==> src/rtl/pipeline_ctrl_hazard_detect.sv <==
// Load-use comparator: the ID instruction reads a register that the load in EX writes.
module hazard_detect (
  input  logic [4:0] id_rs1_i,
  input  logic [4:0] id_rs2_i,
  input  logic       id_uses_rs1_i,
  input  logic       id_uses_rs2_i,
  input  logic [4:0] ex_rd_i,
  input  logic       ex_memread_i,
  output logic       load_use_o
);

  // x0 is never a real dependency, so rd==0 cannot stall
  always_comb begin
    load_use_o = ex_memread_i && (ex_rd_i != 5'd0) &&
                 ((id_uses_rs1_i && (id_rs1_i == ex_rd_i)) ||
                  (id_uses_rs2_i && (id_rs2_i == ex_rd_i)));
  end

endmodule

==> config.mk <==
export PLATFORM = sky130hd
export DESIGN_NAME = hazard_detect
export DESIGN_NICKNAME = d
export VERILOG_FILES = /design/src/rtl/pipeline_ctrl_hazard_detect.sv
export SDC_FILE = /design/constraint.sdc
export NUM_CORES = 1
export LEC_CHECK = 0
export CAP_MARGIN = 40
export CORE_AREA = 2 2 39 41
export DETAILED_ROUTE_END_ITERATION = 12
export DIE_AREA = 0 0 41 43
export PLACE_DENSITY = 0.5
export SLEW_MARGIN = 20
export SYNTH_ARGS = -nofsm -noshare
export SYNTH_HDL_FRONTEND = slang
export SYNTH_SLANG_ARGS = --single-unit
==> constraint.sdc <==
create_clock -name vclk -period 0.9
set_input_delay 0.135 -clock vclk [all_inputs]
set_output_delay 0.135 -clock vclk [all_outputs]
set_load 0.005 [all_outputs]
# [Word level (Yosys, flattened, before mapping)]
# Cells that the tools add are included.
[totals] input_bits=18 elab_cells=8 regBits=0
[op_classes] n_eq_ne=2 n_reduce_logical=6
[op_table] cell="== test 5 bit" n=2
[op_table] cell="nonzero test 5 bit" n=1
[op_table] cell="logical AND 1 bit" n=4
[op_table] cell="logical OR 1 bit" n=1

# [Longest topological paths before layout]
[logic_depth] word_depth=4 depth_mapped=4 ltp_nobuf=4

# [Worst setup path before layout]
# OpenSTA, ideal clock, no wires.
[synth_path] path_kind="input to output" start="input port ex_rd_i[1]" end="output port load_use_o" stages=3 path_slack_ns=-0.048 required_time_ns=0.765 t_arrival_ns=0.813 cell_sequence="or4_1 o21ai_1 a21oi_1"
[synth_via] elab_chain_cells=4 word_cells_on_any_way=8 cone_classes="eq/ne (2); reduce/logical (6)"
[synth_rtl] element="start: declaration" line_no="7" source="input logic [4:0] ex_rd_i,"
[synth_rtl] element="== test 5 bit, on equally long branches" line_no="15, 16"
[synth_rtl] element="logical AND 1 bit, on equally long branches" line_no="15, 16"
[synth_rtl] element="logical OR 1 bit" line_no="15" source="((id_uses_rs1_i && (id_rs1_i == ex_rd_i)) ||"
[synth_rtl] element="logical AND 1 bit (*)" line_no="14" source="load_use_o = ex_memread_i && (ex_rd_i != 5'd0) &&"
[synth_rtl] element="end: declaration" line_no="9" source="output logic load_use_o"
# Mark *: on every way between the ends. The rest lies on a longest branch, timed or not.

# [Worst setup path in the final report]
[layout_path] start="input port ex_rd_i[4]" end="output port load_use_o"
# Same word-level chain as after synthesis.

==> reports/metrics.csv <==
stage,metric,value,unit
run_status,outcome,"finished, violations left",
run_status,failing checks,negative setup slack,
floorplanning,FP Rows,14,
logic_synthesis,Yosys Warn Count,0,
timing,Final period util,1.33,
logic_synthesis,dominant cells by area after synthesis,"xor2_1 52%, xnor2_1 13%, nor4_2 9.3%, nand3_1 7.5%, or4_1 5.6%",
power_and_ir_drop,VDD IR max,0.0804,mV
global_route,grt total ovfl,0,
power_and_ir_drop,leakage power total,0.000151,uW
floorplanning,Die Span X,41,um
timing,max-slew violation count,0,
job,Max Cap Viol,0,
floorplanning,Initial Util,0.0967,
finish,"commonest non-fill, non-tap cell in the layout",xor2_1,
floorplanning,CORE AREA,1380,um2
finish,"Net count, final",57,
worst_setup_path,endpoint class of the critical path,output pin,
worst_hold_path,HP Start,ex_rd_i[0],
detailed_routing,DR iter-0 viols,0,
logic_synthesis,syn avg cell area,7.88,um2
worst_setup_path,startpoint types,input port,
floorplanning,boundary pin count,19,
finish,layout cells sized above 1,0.486,
timing,Final Hold Viols,0,
detailed_routing,Vias,196,
global_route,vias in the first global route,192,
place,routability cong.,0.570,
finish,# diodes,0,
finish,Seq cells,0,
logic_synthesis,share of the synthesized area in the top cell type,0.523,
timing,max_slew headroom,0.863,
logic_synthesis,Yosys top cell by area,xor2_1,
global_route,pin count of the biggest net entering global routing,4,
worst_hold_path,hold crit path type,in -> out,
worst_setup_path,WP data required,0.76,ns
worst_hold_path,worst hold path depth,4,
detailed_routing,Detail Route Antenna Nets,0,
global_route,initial antenna violation count,0,
timing,minimum clock period,1.20,ns
logic_synthesis,"Seq/Total Area, Yosys",0,
detailed_routing,TritonRoute pass-1 iters,1,
worst_setup_path,"critical path fanouts, max",3,
timing,Worst-Margin Slew,0.204,ns
floorplanning,die height,43,um
place,I/O Buffers,19,
clock_tree,hold_buf cts,0,
logic_synthesis,Gate Count Post-Synth,17,
power_and_ir_drop,Cell Pwr Density,389,nW/um2
finish,CLK BUF,0,
detailed_routing,drt drc,0,
global_route,Global Route Usage Sum,0.0559,
finish,Storage cell area,0,um2
global_route,global-route wire length before repair,731,um
worst_setup_path,worst path arrival time,1.06,ns
timing,Final Setup Violations,1,
floorplanning,Die ar.,1760,um2
logic_synthesis,synth unique cells,8,
clock_tree,# Post-CTS Setup Buffers,0,
worst_hold_path,Hold EP,load_use_o,
logic_synthesis,Syn Nets,35,
detailed_routing,Avg WL per Cell,8.96,um
timing,setup ws final,-0.300,ns
detailed_routing,Total Routed Length,475,um
finish,"commonest cells after routing, fill and taps aside","7 x xor2_1, 5 x buf_2, 4 x buf_6",
power_and_ir_drop,Final Power,135,uW
timing,Max Freq,833,MHz
finish,Synth-to-Final Area Change,160,%
place,pre-CTS setup slack,-1.15,ns
timing,setup_tns,-0.300,ns
logic_synthesis,post-synthesis cell area,134,um2
detailed_routing,routed vias/inst,3.70,
worst_setup_path,kind of critical path,in -> out,
timing,RSZ-0062 raised after global routing,yes,
cell usage after synthesis:
| cell type | instances |
|---|---|
| xor2_1 | 8 |
| a21oi_1 | 1 |
| nor4_1 | 1 |
| nand3_1 | 2 |
| o21ai_1 | 1 |
| or4_1 | 1 |
| xnor2_1 | 2 |
| nor4_2 | 1 |
per-layer routing:
layer  GRT usage  vias up  share of wire
li1            -      100              -
met3           0        0          0.097
met1      0.0696       88           0.36
met5           0        -              0
met4           0        0              0
met2       0.106        8           0.53
worst max-delay path by stage:
| stage | start | slack, ns | endpoint |
|---|---|---|---|
| final | ex_rd_i[4] | -0.30 | load_use_o |
| after global routing | ex_rd_i[1] | -0.35 | load_use_o |
| after CTS | id_rs2_i[0] | -0.34 | load_use_o |
| after detailed placement | ex_rd_i[1] | -1.15 | load_use_o |
| after global placement | ex_rd_i[1] | -1.18 | load_use_o |
| after floorplan | ex_rd_i[1] | -0.05 | load_use_o |
cell type report:
cell class / instances / area (um2)
tap: 16 / 20.0
multi-input combinational: 17 / 159
timing repair buffer: 20 / 169
fill: 157 / 1040
critical path, stage by stage:
cell and delay, ns:
buf_2 0.13, or4_4 0.51, o21ai_2 0.13, a21oi_2 0.04, buf_2 0.12
metrics by stage:
stage,hold WS [ns],area (um2),cells,utilization
3_3_place_gp,1.23,352,53,0.254
3_5_place_dp,1.24,352,53,0.254
6_report,0.618,348,53,0.251
5_1_grt,0.656,348,53,0.251
4_1_cts,0.649,323,53,0.233
2_1_floorplan,0.370,134,17,-
logic make-up (layout without fill, tap and decap cells):
family | count (synthesis) | in the layout | synth area share
AOI/OAI and AO/OA | 2 | 2 | 0.0747
xor gates and xnor gates | 10 | 10 | 0.654
buffers and inverters | 0 | 20 | 0
and+or+nand+nor | 5 | 5 | 0.271
where the power goes:
| part | internal [uW] | total (uW) | switching (uW) |
|---|---|---|---|
| clock | 0 | 0 | 0 |
| combinational | 83.8 | 135 | 51.4 |
| sequential | 0 | 0 | 0 |
timing repair:
| item | in CTS | in global routing |
|---|---|---|
| pin swaps | 14 | 6 |
| resized for setup | 48 | 11 |
| setup endpoints to repair | 1 | 1 |
| endpoints found under the hold margin | 0 | 0 |
Power figures use the tool's default switching activity.
